===== src/rtl/iob_native_arb_pkg.sv =====
// Shared definitions for the native-interface two-master arbiter.
package iob_native_arb_pkg;

    // Arbiter state encodings
    localparam logic [1:0] ARB_IDLE  = 2'd0;
    localparam logic [1:0] ARB_BUSY0 = 2'd1;
    localparam logic [1:0] ARB_BUSY1 = 2'd2;

    typedef enum logic [1:0] {
        IDLE  = ARB_IDLE,
        BUSY0 = ARB_BUSY0,
        BUSY1 = ARB_BUSY1
    } arb_state_t;

    // Byte-strobe width for a given data width
    function automatic int unsigned strb_w(input int unsigned data_w);
        return data_w / 8;
    endfunction

endpackage


===== src/rtl/iob_arb2_rr.sv =====
// Two-request grant selection with last-grant tracking.
// IOB_NATIVE_ARB2_FIXED_PRIO_EN: m0 always preferred, no last-grant state.
module iob_arb2_rr (
    input  logic clk,
    input  logic rst,
    input  logic req0,
    input  logic req1,
    input  logic done,
    input  logic done_id,
    output logic pick_c,
    output logic hand_to_m1_c
);

`ifdef IOB_NATIVE_ARB2_FIXED_PRIO_EN

    // Clock, reset and completion tracking have no role under fixed priority
    logic unused_fixed;
    assign unused_fixed = ^{clk, rst, req1, done, done_id};

    // m0 always wins; a finished m0 never hands directly to m1
    always_comb begin
        pick_c       = ~req0;
        hand_to_m1_c = 1'b0;
    end

`else

    logic last_grant;

    // Remember which master finished last; reset favours m0 on the first tie
    always_ff @(posedge clk or posedge rst) begin
        if (rst) begin
            last_grant <= 1'b1;
        end else if (done) begin
            last_grant <= done_id;
        end
    end

    // Single requester wins outright; a tie goes to the master not served last
    always_comb begin
        pick_c       = 1'b0;
        hand_to_m1_c = 1'b1;
        if (req0 && req1) begin
            pick_c = ~last_grant;
        end else if (req1) begin
            pick_c = 1'b1;
        end
    end

`endif

endmodule


===== src/rtl/iob_native_arb2.sv =====
// Two-master to one-slave arbiter for the native valid/ready memory interface.
// Grant is held for a whole transaction; no added latency once granted.
// Build option: IOB_NATIVE_ARB2_FIXED_PRIO_EN (fixed priority, see iob_arb2_rr).
module iob_native_arb2
    import iob_native_arb_pkg::*;
#(
    parameter int unsigned ADDR_W = 24,
    parameter int unsigned DATA_W = 32
) (
    input  logic                        clk,
    input  logic                        rst,

    input  logic                        m0_valid,
    input  logic [ADDR_W-1:0]           m0_addr,
    input  logic [DATA_W-1:0]           m0_wdata,
    input  logic [strb_w(DATA_W)-1:0]   m0_wstrb,
    output logic [DATA_W-1:0]           m0_rdata,
    output logic                        m0_ready,

    input  logic                        m1_valid,
    input  logic [ADDR_W-1:0]           m1_addr,
    input  logic [DATA_W-1:0]           m1_wdata,
    input  logic [strb_w(DATA_W)-1:0]   m1_wstrb,
    output logic [DATA_W-1:0]           m1_rdata,
    output logic                        m1_ready,

    output logic                        s_valid,
    output logic [ADDR_W-1:0]           s_addr,
    output logic [DATA_W-1:0]           s_wdata,
    output logic [strb_w(DATA_W)-1:0]   s_wstrb,
    input  logic [DATA_W-1:0]           s_rdata,
    input  logic                        s_ready
);

    arb_state_t state_q;
    arb_state_t state_d;

    logic pick;
    logic hand_to_m1;
    logic arb_done;
    logic done_id;

    iob_arb2_rr u_rr (
        .clk          (clk),
        .rst          (rst),
        .req0         (m0_valid),
        .req1         (m1_valid),
        .done         (arb_done),
        .done_id      (done_id),
        .pick_c       (pick),
        .hand_to_m1_c (hand_to_m1)
    );

    // Read data is shared; each master qualifies it with its own ready
    assign m0_rdata = s_rdata;
    assign m1_rdata = s_rdata;

    // State register; reset abandons any in-flight slave access
    always_ff @(posedge clk or posedge rst) begin
        if (rst) begin
            state_q <= IDLE;
        end else begin
            state_q <= state_d;
        end
    end

    // Next state, slave-side mux and ready steering
    always_comb begin
        state_d  = state_q;
        s_valid  = 1'b0;
        s_addr   = '0;
        s_wdata  = '0;
        s_wstrb  = '0;
        m0_ready = 1'b0;
        m1_ready = 1'b0;
        arb_done = 1'b0;
        done_id  = 1'b0;

        case (state_q)
            IDLE: begin
                if (m0_valid || m1_valid) begin
                    state_d = pick ? BUSY1 : BUSY0;
                end
            end

            BUSY0: begin
                s_valid  = m0_valid;
                s_addr   = m0_addr;
                s_wdata  = m0_wdata;
                s_wstrb  = m0_wstrb;
                m0_ready = s_ready;
                if (s_ready) begin
                    arb_done = 1'b1;
                    done_id  = 1'b0;
                    state_d  = (m1_valid && hand_to_m1) ? BUSY1 : IDLE;
                end
            end

            BUSY1: begin
                s_valid  = m1_valid;
                s_addr   = m1_addr;
                s_wdata  = m1_wdata;
                s_wstrb  = m1_wstrb;
                m1_ready = s_ready;
                if (s_ready) begin
                    arb_done = 1'b1;
                    done_id  = 1'b1;
                    state_d  = m0_valid ? BUSY0 : IDLE;
                end
            end

            default: begin
                state_d = IDLE;
            end
        endcase
    end

endmodule

===== config.mk =====
export PLATFORM = sky130hd
export DESIGN_NAME = iob_native_arb2
export DESIGN_NICKNAME = d
export VERILOG_FILES = /design/src/rtl/iob_native_arb_pkg.sv /design/src/rtl/iob_arb2_rr.sv /design/src/rtl/iob_native_arb2.sv
export SDC_FILE = /design/constraint.sdc
export NUM_CORES = 1
export LEC_CHECK = 0
export BUFFER_PORTS_ARGS = -buffer_cell sky130_fd_sc_hd__buf_2
export CAP_MARGIN = 40
export CORE_AREA = 2 2 110 112
export DETAILED_ROUTE_END_ITERATION = 10
export DIE_AREA = 0 0 112 114
export PLACE_DENSITY_LB_ADDON = 0.25
export SKIP_LAST_GASP = 1
export SLEW_MARGIN = 20
export SYNTH_ARGS = -nofsm -noshare
export SYNTH_HDL_FRONTEND = slang
export SYNTH_SLANG_ARGS = --single-unit

===== constraint.sdc =====
create_clock -name clk -period 2.1 [get_ports clk]
set_input_delay 0.42 -clock clk [delete_from_list [all_inputs] [get_ports clk]]
set_output_delay 0.42 -clock clk [all_outputs]
set_load 0.01 [all_outputs]

==> summary.md <==
| Metric | Value |
|---|---|
| Status | `finished, final reports clean` |
| Slew Viols, Final | `0` |
| Initial Util | `between 10% and 20%` |
| CTS H-tree lvls | `1` |
| Total gr overflow | `0` |
| Sink Count | `3` |
| Design area | `2517 µm²` |
| Yosys warnings | `0` |
| Row count | `40` |
| I/O Buffers | `187` |
| Syn_area_per_cell | `approximately 7.4 µm²` |
| Core box area | `between 10000 and 15000 µm²` |
| CP arrival | `1.61 ns` |
| Worst Setup Path Type | `flop to output port` |
| Setup Skew | `0.003390 ns` |
| Number of remaining DRC errors | `0` |
| Register area | `77.57 µm²` |
| Cells after DPL | `488` |
| Met3 Use GR | `between 2 and 2.5%` |
| Clock Pin Slew Worst Setup and Hold Paths | `0.03 ns` |
| Initial DRC Count | `47` |
| GRT Max-Usage Layer | `met2` |
| Global Route Usage Sum | `between 8 and 9%` |
| Io pins | `284` |
| Worst Tran Pin Value | `about 0.2 ns` |
| Initial antenna violation count | `0` |
| Drt total wl | `between 6000 and 7000 µm` |
| Antenna diodes | `0` |
| Routed Antenna Nets | `0` |
| Place WS | `around 0.25 ns` |
| Hold violation count in the final report | `0` |
| Synth Net Count | `393` |
| Unrepaired setup endpoints after global routing | `true` |
| Area leader, netlist | `buf_4` |
| Max Cap Viol | `0` |
| Final worst slack | `approximately 0.068 ns` |
| Setup violations, final | `0` |
| Leak | `approximately 1.3 nW` |
| Post-DP Area | `between 2000 and 2500 µm²` |
| Vias per inst | `4.185` |
| Root Buffer | `clkbuf_16` |
| Full die area | `12770 µm²` |
| Fin cells | `496` |
| TritonCTS clock tree | `done` |
| Die height | `about 110 µm` |
| Minimum clock period | `2.032 ns` |
| Power density cells | `1251 nW/µm²` |
| Worst Setup End Kind | `output port` |
| Maximum VDD drop | `0.5385 mV` |
| GPL Wtd Cong | `approximately 0.69` |
| CP required | `1.68 ns` |
| Post-synth top area share | `between 20% and 30%` |
| Netlist cell types | `23` |
| Pre-antenna DRT Iters | `4` |
| Post-Synthesis Cells | `232` |
| Maximum fanout along the worst path | `31` |
| Post-DR wirelength/cell | `13.32 µm` |
| Startpoint types | `flop` |
| First-pass GRT wire length | `8825 µm` |
| Fin util | `21.50%` |
| Multi-input logic area | `1045 µm²` |
| Die W | `112 µm` |
| Vias in the first global route | `1859` |
| Clock buffer depth | `2` |
| Final nets | `511` |
| Met1 Use GR | `9.473%` |
| Routed via count | `2076` |
| CTS Buf Count | `3` |
| Crit share post-route | `between 90% and 100%` |
| Met2 GRT Util | `14.34%` |
| Largest net degree at the start of global routing | `35` |
| Layout fillers | `1332` |
| Hold WC Path Type | `input port to asynchronous set/reset pin` |
| Worst rel slew slack | `between 80% and 90%` |
| Layout cell share with drive strength beyond 1 | `60.17%` |
| Max frequency | `approximately 490 MHz` |
| Synthesized area | `1723 µm²` |
| Area grow syn2layout | `46.11%` |
| Share of the yosys chip area belonging to registers | `4.430%` |
| Clk_lat worst skew | `about 0.23 ns` |
| Synth Register Bits | `3` |
| Fin Hold WS | `about 0.064 ns` |
| Post-DP HPWL | `~5000 µm` |
| Synth area leaders | `buf_4, a22oi_1, nor2b_1, buf_6, dfrtp_1` |
state kept, by name, summed over array words and instances (netlist names):
| name | count |
|---|---|
| state_q | 2 |
| u_rr.last_grant | 1 |
cell usage after synthesis:
cell type,n
a21boi_0,1
a22oi_1,61
a2bb2oi_2,1
a31oi_1,1
and2_1,2
buf_2,6
buf_4,64
buf_6,8
clkbuf_1,6
dfrtp_1,2
dfstp_2,1
ha_1,4
inv_1,3
mux2_2,1
mux2_4,1
mux2i_1,1
nand2_1,2
nand2b_1,1
nand3_1,1
nor2_1,1
nor2_4,1
nor2b_1,62
o21ai_0,1
metrics by stage:
step | TNS [ns] | total power [mW]
2_1_floorplan | 0 | 1.921
3_3_place_gp | 0 | 2.605
3_5_place_dp | 0 | 2.622
4_1_cts | 0 | 2.951
5_1_grt | -0.06336 | 3.407
6_report | 0 | 3.150
final timing paths:
kind | slack [ns] | cells past startpoint | start | to
worst max-delay path | 0.07 | 5 | state_q[0] | s_wstrb[0]
worst min-delay path | 0.06 | 2 | rst | state_q[1]
worst max register to register | 0.46 | 6 | state_q[1] | state_q[0]
worst min register to register | 0.60 | 1 | state_q[0] | state_q[0]
max in group asynchronous | 1.82 | 2 | rst | u_rr.last_grant
min in group clk | 0.57 | 3 | s_ready | u_rr.last_grant
placed cells by master, fill, tap and decap left out:
cell type	n
mux2_4	1
a21boi_0	1
dfrtp_1	1
inv_1	3
and2_1	2
nor2_1	1
ha_4	2
ha_2	1
dfstp_2	1
clkbuf_16	5
buf_4	2
mux2i_1	1
nor2b_1	62
dfrtp_2	1
a2bb2oi_2	1
nand2_1	2
a22oi_2	1
ha_1	1
buf_2	187
nor2_4	1
buf_12	6
o21ai_0	1
a22oi_1	60
mux2_2	1
nand3_1	1
nand2b_1	1
a31oi_1	1
clkbuf_1	1
timing repair:
| action | 4_1_cts | 5_1_grt |
|---|---|---|
| gates resized for setup | 0 | 8 |
| buffers inserted | 0 | 2 |
| hold buffers | 0 | 0 |
| setup endpoints to repair | 0 | 31 |
per-layer routing:
metal  routed length, µm  vias up  part of all wire, %
li1                    -      977                    -
met1                2478      942                   38
met2                3196      120                   48
met3                 644       37                  9.7
met4                 288        0                  4.4
met5                   0        -                    0
report_power, final:
| group | switching, mW | leakage [nW] | internal, mW |
|---|---|---|---|
| Clock | 0.0540 | 0.0382 | 0.251 |
| Sequential | 0.0284 | 0.0345 | 0.0931 |
| Combinational | 1.34 | 1.20 | 1.38 |
| Total | 1.43 | 1.27 | 1.72 |
cell families (layout without fill, tap and decap cells):
logic type / count (synthesis) / in the layout / share of synthesized area, %
simple gates: 70 / 70 / 25.20
compound gates: 65 / 65 / 28.54
fa+ha+maj: 4 / 4 / 2.905
buf+inv: 87 / 204 / 36.82
mux: 3 / 3 / 2.106
flops: 3 / 3 / 4.430
critical path, stage by stage (launching register included):
cell and delay [ns]:
dfrtp_2 0.41, inv_1 0.10, ha_2 0.39, buf_12 0.17, nor2b_1 0.16, buf_2 0.15
layout make-up:
cell class / instances / area share [%]
tap: 147 / 7.306
sequential: 3 / 3.082
clock buffer: 4 / 3.131
inverter: 3 / 0.4473
timing repair buffer: 197 / 44.53
multi-input combinational: 142 / 41.50
No activity file was read; power rests on OpenSTA's default activity.
